<file path="config.mk">
export PLATFORM = sky130hd
export DESIGN_NAME = menu_controller_flat
export DESIGN_NICKNAME = d
export VERILOG_FILES = /design/src/rtl/menu_controller_pkg.sv /design/src/rtl/menu_controller_if.sv /design/src/rtl/menu_controller_btn_pulse.sv /design/src/rtl/menu_controller.sv /design/src/flat_wrapper.sv
export SDC_FILE = /design/constraint.sdc
export NUM_CORES = 1
export LEC_CHECK = 0
export CORE_ASPECT_RATIO = 1.2
export CORE_MARGIN = 5
export CORE_UTILIZATION = 27
export CTS_CLUSTER_SIZE = 14
export DETAILED_ROUTE_END_ITERATION = 7
export PLACE_DENSITY = 0.45
export SLEW_MARGIN = 20
export SYNTH_ARGS = -nofsm -noshare
export SYNTH_HDL_FRONTEND = slang
export SYNTH_HIERARCHICAL = 1
export SYNTH_SLANG_ARGS = --single-unit
</file>
<file path="constraint.sdc">
create_clock -name clk_in -period 2.8 [get_ports clk_in]
set_input_delay 0.56 -clock clk_in [delete_from_list [all_inputs] [get_ports clk_in]]
set_output_delay 0.56 -clock clk_in [all_outputs]
set_load 0.01 [all_outputs]
</file>
<file path="src/rtl/menu_controller_pkg.sv">
`default_nettype none
// ============================================================================
// Module      : menu_pkg
// Description : Shared types, default menu geometry and cursor arithmetic
//               for the three-level menu controller.
// Revision    : 1.0 - initial release
// ============================================================================
package menu_pkg;

    // Menu level encoding; the fourth code is unused and self-heals to L_MAIN.
    typedef enum logic [1:0] {
        L_MAIN    = 2'd0,
        L_SUB     = 2'd1,
        L_CONFIRM = 2'd2
    } level_t;

    // Default geometry: four main entries, per-entry highest sub index packed
    // two bits per main choice (slice [2k+1:2k] belongs to main choice k).
    localparam logic [1:0] c_main_top_default = 2'd3;
    localparam logic [7:0] c_sub_tops_default = 8'b11_10_01_11;

    // One cursor step. Wrap is decided by comparing against the bounds so the
    // cursor can never leave [0, top] even when top is not 2'd3.
    function automatic logic [1:0] cursor_next(
        input logic [1:0] cur,
        input logic [1:0] top,
        input logic       up,
        input logic       down
    );
        logic [1:0] nxt;
        nxt = cur;
        if (up && !down) begin
            nxt = (cur == 2'd0) ? top : cur - 2'd1;
        end else if (down && !up) begin
            nxt = (cur == top) ? 2'd0 : cur + 2'd1;
        end
        return nxt;
    endfunction

endpackage
`default_nettype wire

</file>
<file path="src/rtl/menu_controller_if.sv">
`default_nettype none
// ============================================================================
// Module      : menu_if
// Description : Button inputs and menu state outputs of the menu controller.
//               master = button/display side, slave = controller side.
// Revision    : 1.0 - initial release
// ============================================================================
interface menu_if;
    logic       btn_up;
    logic       btn_down;
    logic       btn_select;
    logic       btn_back;
    logic [1:0] level;
    logic [1:0] main_choice;
    logic [1:0] sub_choice;
    logic [1:0] cfg_mode;
    logic [1:0] cfg_option;
    logic       cfg_valid;

    modport master (
        output btn_up, btn_down, btn_select, btn_back,
        input  level, main_choice, sub_choice, cfg_mode, cfg_option, cfg_valid
    );

    modport slave (
        input  btn_up, btn_down, btn_select, btn_back,
        output level, main_choice, sub_choice, cfg_mode, cfg_option, cfg_valid
    );
endinterface
`default_nettype wire

</file>
<file path="src/rtl/menu_controller_btn_pulse.sv">
`default_nettype none
// ============================================================================
// Module      : btn_pulse
// Description : Rising-edge detector for a debounced, synchronous button
//               level. The pulse is combinational from the current level so
//               the consumer acts on the same edge that samples the press.
// Revision    : 1.0 - initial release
// ============================================================================
module btn_pulse (
    input  wire logic clk_in,
    input  wire logic rst_n_in,
    input  wire logic level_i,
    output logic      pulse_o
);

    logic hist_q;

    // History resets to 1 so a button held through reset is not seen as a press.
    always_ff @(posedge clk_in or negedge rst_n_in) begin
        if (!rst_n_in) begin
            hist_q <= 1'b1;
        end else begin
            hist_q <= level_i;
        end
    end

    assign pulse_o = level_i & ~hist_q;

endmodule
`default_nettype wire

</file>
<file path="src/rtl/menu_controller.sv">
`default_nettype none
// ============================================================================
// Module      : menu_controller
// Description : Three-level menu navigator (main -> sub -> confirm) driven by
//               four push buttons; commits a (mode, option) pair with a
//               one-cycle valid pulse.
// Revision    : 1.0 - initial release
// ============================================================================
module menu_controller
    import menu_pkg::*;
#(
    parameter logic [1:0] MAIN_TOP = c_main_top_default,
    parameter logic [7:0] SUB_TOPS = c_sub_tops_default
) (
    input  wire logic clk_in,
    input  wire logic rst_n_in,
    menu_if.slave     bus
);

    // ------------------------------------------------------------------
    // Button press events
    // ------------------------------------------------------------------
    logic [3:0] w_lvl;
    logic [3:0] w_evt;
    logic       w_up;
    logic       w_down;
    logic       w_sel;
    logic       w_back;

    assign w_lvl = {bus.btn_back, bus.btn_select, bus.btn_down, bus.btn_up};

    for (genvar i = 0; i < 4; i++) begin : g_btn
        btn_pulse u_pulse (
            .clk_in   (clk_in),
            .rst_n_in (rst_n_in),
            .level_i  (w_lvl[i]),
            .pulse_o  (w_evt[i])
        );
    end

    assign w_up   = w_evt[0];
    assign w_down = w_evt[1];
    assign w_sel  = w_evt[2];
    assign w_back = w_evt[3];

    // Select and back cancel each other; any level event masks cursor moves.
    logic w_sel_only;
    logic w_back_only;
    logic w_nav;

    assign w_sel_only  = w_sel & ~w_back;
    assign w_back_only = w_back & ~w_sel;
    assign w_nav       = ~w_sel & ~w_back;

    // ------------------------------------------------------------------
    // State
    // ------------------------------------------------------------------
    level_t     state_q, state_d;
    logic [1:0] main_q, main_d;
    logic [1:0] sub_q, sub_d;
    logic [1:0] mode_q, mode_d;
    logic [1:0] option_q, option_d;
    logic       valid_q, valid_d;
    logic [1:0] w_sub_top;

    // Sub-menu depth depends on which main entry was entered.
    assign w_sub_top = SUB_TOPS[{main_q, 1'b0} +: 2];

    // State register: everything clears asynchronously, including the pulse.
    always_ff @(posedge clk_in or negedge rst_n_in) begin
        if (!rst_n_in) begin
            state_q  <= L_MAIN;
            main_q   <= 2'd0;
            sub_q    <= 2'd0;
            mode_q   <= 2'd0;
            option_q <= 2'd0;
            valid_q  <= 1'b0;
        end else begin
            state_q  <= state_d;
            main_q   <= main_d;
            sub_q    <= sub_d;
            mode_q   <= mode_d;
            option_q <= option_d;
            valid_q  <= valid_d;
        end
    end

    // Next-state: level transitions, cursor moves and commit.
    always_comb begin
        state_d  = state_q;
        main_d   = main_q;
        sub_d    = sub_q;
        mode_d   = mode_q;
        option_d = option_q;
        valid_d  = 1'b0;

        case (state_q)
            L_MAIN: begin
                if (w_sel_only) begin
                    state_d = L_SUB;
                    sub_d   = 2'd0;
                end else if (w_nav) begin
                    main_d = cursor_next(main_q, MAIN_TOP, w_up, w_down);
                end
            end
            L_SUB: begin
                if (w_sel_only) begin
                    state_d = L_CONFIRM;
                end else if (w_back_only) begin
                    state_d = L_MAIN;
                end else if (w_nav) begin
                    sub_d = cursor_next(sub_q, w_sub_top, w_up, w_down);
                end
            end
            L_CONFIRM: begin
                if (w_sel_only) begin
                    state_d  = L_MAIN;
                    mode_d   = main_q;
                    option_d = sub_q;
                    valid_d  = 1'b1;
                end else if (w_back_only) begin
                    state_d = L_SUB;
                end
            end
            default: begin
                state_d = L_MAIN;
            end
        endcase
    end

    assign bus.level       = state_q;
    assign bus.main_choice = main_q;
    assign bus.sub_choice  = sub_q;
    assign bus.cfg_mode    = mode_q;
    assign bus.cfg_option  = option_q;
    assign bus.cfg_valid   = valid_q;

endmodule
`default_nettype wire

</file>
<file path="src/flat_wrapper.sv">
// flat-port wrapper written by rule: the top's interface ports become plain ports
module menu_controller_flat import menu_pkg::*;
#(
    parameter logic [1:0] MAIN_TOP = c_main_top_default,
    parameter logic [7:0] SUB_TOPS = c_sub_tops_default
)
  (clk_in, rst_n_in, bus_btn_up, bus_btn_down, bus_btn_select, bus_btn_back, bus_level, bus_main_choice, bus_sub_choice, bus_cfg_mode, bus_cfg_option, bus_cfg_valid);
  menu_if bus_i ();
  input  wire logic clk_in;
  input  wire logic rst_n_in;
  input wire logic [$bits(bus_i.btn_up)-1:0] bus_btn_up;
  input wire logic [$bits(bus_i.btn_down)-1:0] bus_btn_down;
  input wire logic [$bits(bus_i.btn_select)-1:0] bus_btn_select;
  input wire logic [$bits(bus_i.btn_back)-1:0] bus_btn_back;
  output wire logic [$bits(bus_i.level)-1:0] bus_level;
  output wire logic [$bits(bus_i.main_choice)-1:0] bus_main_choice;
  output wire logic [$bits(bus_i.sub_choice)-1:0] bus_sub_choice;
  output wire logic [$bits(bus_i.cfg_mode)-1:0] bus_cfg_mode;
  output wire logic [$bits(bus_i.cfg_option)-1:0] bus_cfg_option;
  output wire logic [$bits(bus_i.cfg_valid)-1:0] bus_cfg_valid;
  assign bus_i.btn_up = bus_btn_up;
  assign bus_i.btn_down = bus_btn_down;
  assign bus_i.btn_select = bus_btn_select;
  assign bus_i.btn_back = bus_btn_back;
  assign bus_level = bus_i.level;
  assign bus_main_choice = bus_i.main_choice;
  assign bus_sub_choice = bus_i.sub_choice;
  assign bus_cfg_mode = bus_i.cfg_mode;
  assign bus_cfg_option = bus_i.cfg_option;
  assign bus_cfg_valid = bus_i.cfg_valid;
  menu_controller #(.MAIN_TOP(MAIN_TOP), .SUB_TOPS(SUB_TOPS)) u_core (.clk_in(clk_in), .rst_n_in(rst_n_in), .bus(bus_i));
endmodule
</file>
==> results of run 1 <==
==> metal layers <==
layer / track usage / wire [um] / share of wire
met1: 0.1183 / 731 / 0.44
met2: 0.1356 / 811 / 0.49
met3: 0.02190 / 111 / 0.067
met4: 0.02892 / 9 / 0.0054
met5: 0 / 0 / 0
==> cell usage in the layout, fill, tap and decap left out, types with 2 or more instances in the layout <==
master           Yosys  final
inv_1                9      9
xor2_1               3      3
nand2_1             11     11
nand2b_1             2      2
clkbuf_4             0      3
dfstp_2              4      4
ha_1                10     10
o21ai_0              9      9
a21oi_1              4      4
nor2b_4              4      4
dfrtp_1             11     11
clkdlybuf4s50_1      0     16
==> layout make-up <==
cell class	count	share of cell area
flip-flops and latches	15	0.3514
multi-input cells	56	0.3954
clock inverters	1	0.004624
inverters	9	0.03121
well taps	36	0.04162
clock buffers	3	0.02081
repair buffers	17	0.1549
==> final timing paths <==
path / endpoint / slack, ns / cells after the start
worst min-delay path: u_core/bus.cfg_mode[1] / 0.49 / 2
worst max register to register: u_core/bus.main_choice[0] / 0.70 / 5
max in group asynchronous: u_core/bus.cfg_mode[0] / 1.67 / 1
worst max-delay path: u_core/bus.main_choice[0] / 0.39 / 7
min in group asynchronous: u_core/bus.main_choice[0] / 0.69 / 1
worst min register to register: u_core/bus.cfg_mode[1] / 0.49 / 2
==> logic make-up after synthesis <==
| kind of cell | Yosys count | synth area share |
|---|---|---|
| buffers and inverters | 9 | 0.04012 |
| xor gates and xnor gates | 3 | 0.03121 |
| and+or+nand+nor | 23 | 0.1738 |
| adders and majority gates | 10 | 0.1486 |
| DFF | 15 | 0.4517 |
| muxes | 1 | 0.01337 |
| AOI/OAI and AO/OA | 19 | 0.1412 |
==> worst max-delay path, delay by kind of cell <==
kind                       cells  cell delay [ns]
AOI/OAI and AO/OA              1             0.36
buffers and inverters          2             0.52
adders and majority gates      1             0.25
and+or+nand+nor                3             0.90
==> sequential cells by signal, summed over array words and instances, names as in the netlist <==
| register | flops |
|---|---|
| u_core/bus.main_choice | 2 |
| u_core/bus.sub_choice | 2 |
| u_core/bus.cfg_valid | 1 |
| u_core/g_btn.u_pulse/hist_q | 4 |
| u_core/bus.level | 2 |
| u_core/bus.cfg_mode | 2 |
| u_core/bus.cfg_option | 2 |
==> through the flow <==
stage | hold WS (ns) | std cells | util | power [mW] | instance area (um2)
after floorplan | 0.2644 | 80 | - | 0.5337 | 842.1
after global placement | 0.4643 | 133 | 0.3483 | 0.6912 | 1055
after detailed placement | 0.4815 | 133 | 0.3483 | 0.6956 | 1055
after CTS | 0.5059 | 137 | 0.3574 | 0.8309 | 1082
after global routing | 0.5130 | 137 | 0.3574 | 0.8899 | 1082
final | 0.4928 | 137 | 0.3574 | 0.8120 | 1082
==> power by group through the flow <==
| stage | Sequential (mW) | Combinational (mW) | Clock [mW] |
|---|---|---|---|
| 2_1_floorplan | 0.341 | 0.193 | 0 |
| 3_3_place_gp | 0.332 | 0.359 | 0 |
| 3_5_place_dp | 0.333 | 0.363 | 0 |
| 4_1_cts | 0.328 | 0.365 | 0.138 |
| 5_1_grt | 0.339 | 0.404 | 0.147 |
| 6_report | 0.327 | 0.356 | 0.129 |
==> run metrics, run 1 <==
GPL Wtd Cong=0.7307; CTS tree=yes; largest net degree at the start of global routing=16; initial core utilization=0.2781; Syn Nets=96; worst skew pair latency=0.29 ns; Synth async-reset ratio=1.000; CP max stage delay=0.48 ns; vias in the first global route=640; Synth area leader=dfrtp_1; Fin. Hold Viols=0; root buf cell=clkbuf_4; worst vdd ir=0.2630 mV; worst min path class=reg2reg; Total GRT Usage=0.08786; final worst slack=0.3924 ns; Int Power=0.5051 mW; die area=4340 um2; Nets=118; Slew Limit Fails=0; synth top area cells=dfrtp_1 33%, ha_1 15%, dfstp_2 12%; Worst Setup End Kind=flop; DP HPWL=1.333 mm; Antenna Nets Post-Route=0; DP Worst Slack=0.04965 ns; total net switching power=0.3069 mW; RSZ-0062 raised after global routing=false; peak fanout along the critical path=5; Chip Height=71.18 um; actual slew at the worst max-slew pin=0.7007 ns; Die X=60.98 um; Distinct cells, synth=23; drt initial violations=11; Setup Buffers After CTS=0; vias after detailed routing=621; number of diodes=0; share of cells above drive strength 1=0.1485; CP arrival=2.59 ns; register area=380.4 um2; period utilisation layout=0.8598; CP Cell Sequence=clkdlybuf4s50_1 -> nor2b_4 -> inv_1 -> ha_1 -> or3b_1 -> or3_1 -> a221o_1; Crit-path slowest cell=clkdlybuf4s50_1; cells resized by post-CTS repair=0; initial antenna violation count=0; sequential share of power=0.402; top cell type's share of synthesized area=0.3269; clock network power share=0.159; mean area per synthesized cell=10.53 um2; GR Overflow Total=0; CTS sink cnt=15; minimum clock period=2.408 ns; final setup fails=0; total routed wirelength=1.664 mm; Routed WL per cell=12.15 um; yosys warns=6; num ports=17; Worst Setup Start Kind=input pin; Vias/cell=4.533; core area=3028 um2; num rows=22; hold path startpoint=u_core/bus.cfg_mode[1]; CP startpoint=bus_btn_down; Num CTS Buffers=3; clk slew on worst S/H paths=0.10 ns; Sw Ratio=0.3779; Detailed Routing Iterations Pass 1=4; first-pass GRT wire length=2.918 mm; Post-synth EDFFs=0; DRC viols=0; Synth Instances=80; H-tree depth=1; Mapped Area=842.1 um2; register area share after synthesis=0.4517; most frequent cells after synthesis=11 x dfrtp_1, 11 x nand2_1, 10 x ha_1; Required @ worst endpoint=2.98 ns; combinational power share=0.438; reg2reg start=u_core/g_btn[0].u_pulse/hist_q; P_leak=0.4950 nW; relative slew slack=0.5314; fillcell total=326; TNS Setup=0 ns; Port Buf Inserts=16; outcome=completed; clock buffer depth=2; Power Density=750.2 nW/um2; CTS Hold Buffers Added=0; Main synth FF type=dfrtp_1; worst clock skew=0.006162 ns; Layout area overhead=28.53%; fmax=415.4 MHz; Max-Cap Viols=0; footprint of the multi-input gates=427.9 um2; Yosys reg bits=15; Crit Path Class=in2reg
Note: power is estimated with default switching activity, not from simulation.
==> run 2, diff against run 1 <==
--- a/config.mk
+++ b/config.mk
@@ -10,7 +10,7 @@
 export CORE_UTILIZATION = 27
 export CTS_CLUSTER_SIZE = 14
 export DETAILED_ROUTE_END_ITERATION = 7
-export PLACE_DENSITY = 0.45
+export PLACE_DENSITY = 0.53
 export SLEW_MARGIN = 20
 export SYNTH_ARGS = -nofsm -noshare
 export SYNTH_HDL_FRONTEND = slang
==> run metrics, run 2 (same netlist as run 1, synthesis figures left out) <==
outcome=completed (unchanged); CTS tree=yes (unchanged); core area=3028 um2 (unchanged); worst reg2reg endpoint=u_core/bus.main_choice[0] (unchanged); first-pass GRT wire length=2.704 mm (was 2.918 mm); Num CTS Buffers=3 (unchanged); Int Power=0.5069 mW (was 0.5051 mW); worst clock skew=0.001116 ns (was 0.006162 ns); Crit-path slowest cell=clkdlybuf4s50_1 (unchanged); Routed WL per cell=11.28 um (was 12.15 um); initial antenna violation count=0 (unchanged); WP depth=7 (unchanged); worst skew pair latency=0.27 ns (was 0.29 ns); WP buf/inv=2 (unchanged); crit path capture=u_core/bus.main_choice[0] (unchanged); Slew Limit Fails=0 (unchanged); clock network power share=0.150 (was 0.159); total routed wirelength=1.545 mm (was 1.664 mm); Post-Place Cell Area=1055 um2 (unchanged); vias in the first global route=638 (was 640); CTS Hold Buffers Added=0 (unchanged); drt initial violations=10 (was 11); r2r setup slk=0.69 ns (was 0.70 ns); period utilisation layout=0.8762 (was 0.8598); P_leak=0.4922 nW (was 0.4950 nW); Nets=118 (unchanged); die area=4340 um2 (unchanged); GPL Wtd Cong=0.7660 (was 0.7307); Worst Setup End Kind=flop (unchanged); worst min path class=reg2reg (unchanged); CP arrival=2.62 ns (was 2.59 ns); num ports=17 (unchanged); actual slew at the worst max-slew pin=0.6840 ns (was 0.7007 ns); clk slew on worst S/H paths=0.09 ns (was 0.10 ns); relative slew slack=0.5425 (was 0.5314); Power Density=741.1 nW/um2 (was 750.2 nW/um2); CP startpoint=bus_btn_down (unchanged); commonest non-fill, non-tap cell in the layout=clkdlybuf4s50_1 (unchanged); H-tree depth=1 (unchanged); largest net degree at the start of global routing=16 (unchanged); Worst Setup Start Kind=input pin (unchanged); CP max stage delay=0.48 ns (about the same); Port Buf Inserts=16 (unchanged); Die X=60.98 um (unchanged); cells on worst reg2reg path=5 (unchanged); combinational power share=0.443 (was 0.438); Antenna Nets Post-Route=0 (unchanged); share of cells above drive strength 1=0.1386 (was 0.1485); Setup Buffers After CTS=0 (unchanged); TNS Setup=0 ns (unchanged); Vias/cell=4.431 (was 4.533); num rows=22 (unchanged); CTS sink cnt=15 (unchanged); Most flops, register=u_core/g_btn.u_pulse/hist_q (unchanged); CP Cell Sequence=clkdlybuf4s50_1 -> nor2b_4 -> inv_1 -> ha_1 -> or3b_1 -> or3_1 -> a221o_1 (unchanged); Layout area overhead=28.38% (was 28.53%); Max-Cap Viols=0 (unchanged); cells resized by post-CTS repair=0 (unchanged); fmax=407.6 MHz (was 415.4 MHz); Chip Height=71.18 um (unchanged); worst vdd ir=0.2689 mV (was 0.2630 mV); clock buffer depth=2 (unchanged); number of diodes=0 (unchanged); Sw Ratio=0.3673 (was 0.3779); final setup fails=0 (unchanged); DP HPWL=1.249 mm (was 1.333 mm); max FFs per register=4 (unchanged); vias after detailed routing=607 (was 621); reg2reg start=u_core/g_btn[0].u_pulse/hist_q (unchanged); Total GRT Usage=0.07953 (was 0.08786); most frequent cells in the layout=16 x clkdlybuf4s50_1, 11 x nand2_1, 11 x dfrtp_1 (unchanged); root buf cell=clkbuf_4 (unchanged); Detailed Routing Iterations Pass 1=4 (unchanged); Required @ worst endpoint=2.96 ns (was 2.98 ns); total net switching power=0.2943 mW (was 0.3069 mW); Crit Path Class=in2reg (unchanged); sequential share of power=0.407 (was 0.402); post-route cell area=1081 um2 (was 1082 um2); Crit path max-delay family=simple AND/OR/NAND/NOR gates (unchanged); DRC viols=0 (unchanged); RSZ-0062 raised after global routing=false (unchanged); peak fanout along the critical path=5 (unchanged); Fin. Hold Viols=0 (unchanged); minimum clock period=2.453 ns (was 2.408 ns); initial core utilization=0.2781 (unchanged); GR Overflow Total=0 (unchanged)
[run 2: cell types whose count changed in the layout (fill, tap and decap cells not counted), sizes merged]
cell    change
clkbuf      +1
clkinv      -1
[run 2: worst min path at each step]
stage | start | to | slack [ns] | cells after the start
6_report | u_core/bus.cfg_mode[1] | u_core/bus.cfg_mode[1] | 0.49 | 2
3_3_place_gp | u_core/bus.cfg_mode[0] | u_core/bus.cfg_mode[0] | 0.47 | 2
2_1_floorplan | rst_n_in | u_core/bus.cfg_mode[0] | 0.26 | 0
5_1_grt | u_core/bus.cfg_mode[1] | u_core/bus.cfg_mode[1] | 0.53 | 2
3_5_place_dp | u_core/bus.cfg_mode[1] | u_core/bus.cfg_mode[1] | 0.48 | 2
4_1_cts | u_core/bus.cfg_mode[1] | u_core/bus.cfg_mode[1] | 0.50 | 2
[run 2: area by class of cell]
| cell class | instances | area [um2] |
|---|---|---|
| clock buffer | 4 | 26.28 |
| inverter | 9 | 33.78 |
| sequential | 15 | 380.4 |
| tap | 36 | 45.04 |
| fill | 318 | 1947 |
| timing repair buffer | 17 | 167.7 |
| multi-input combinational | 56 | 427.9 |
[run 2: power by group through the flow]
stage	clock [mW]	combinational [mW]	sequential (mW)
after detailed placement	0	0.360	0.334
after global routing	0.137	0.405	0.337
after global placement	0	0.355	0.332
after floorplan	0	0.193	0.341
after CTS	0.130	0.362	0.330
final	0.120	0.355	0.326
[run 2: stage by stage]
step | power [mW] | cells | setup WS (ns) | hold slack, ns | util
6_report | 0.8012 | 137 | 0.3467 | 0.4867 | 0.3570
5_1_grt | 0.8791 | 137 | 0.2473 | 0.5347 | 0.3570
4_1_cts | 0.8220 | 137 | 0.3551 | 0.4988 | 0.3570
3_5_place_dp | 0.6942 | 133 | 0.05452 | 0.4774 | 0.3483
3_3_place_gp | 0.6872 | 133 | 0.08938 | 0.4668 | 0.3483
2_1_floorplan | 0.5337 | 80 | 0.6391 | 0.2644 | -
[run 2: layer usage]
| layer | GRT usage | share of wire |
|---|---|---|
| met2 | 0.1260 | 0.47 |
| met5 | 0 | 0 |
| met3 | 0.01642 | 0.047 |
| met4 | 0.02892 | 0.0065 |
| met1 | 0.1047 | 0.47 |
[run 2: tightest hold or removal path: stages (launching register included)]
cell	delay (ns)
dfrtp_1	0.35
nand2_1	0.05
o21ai_0	0.06
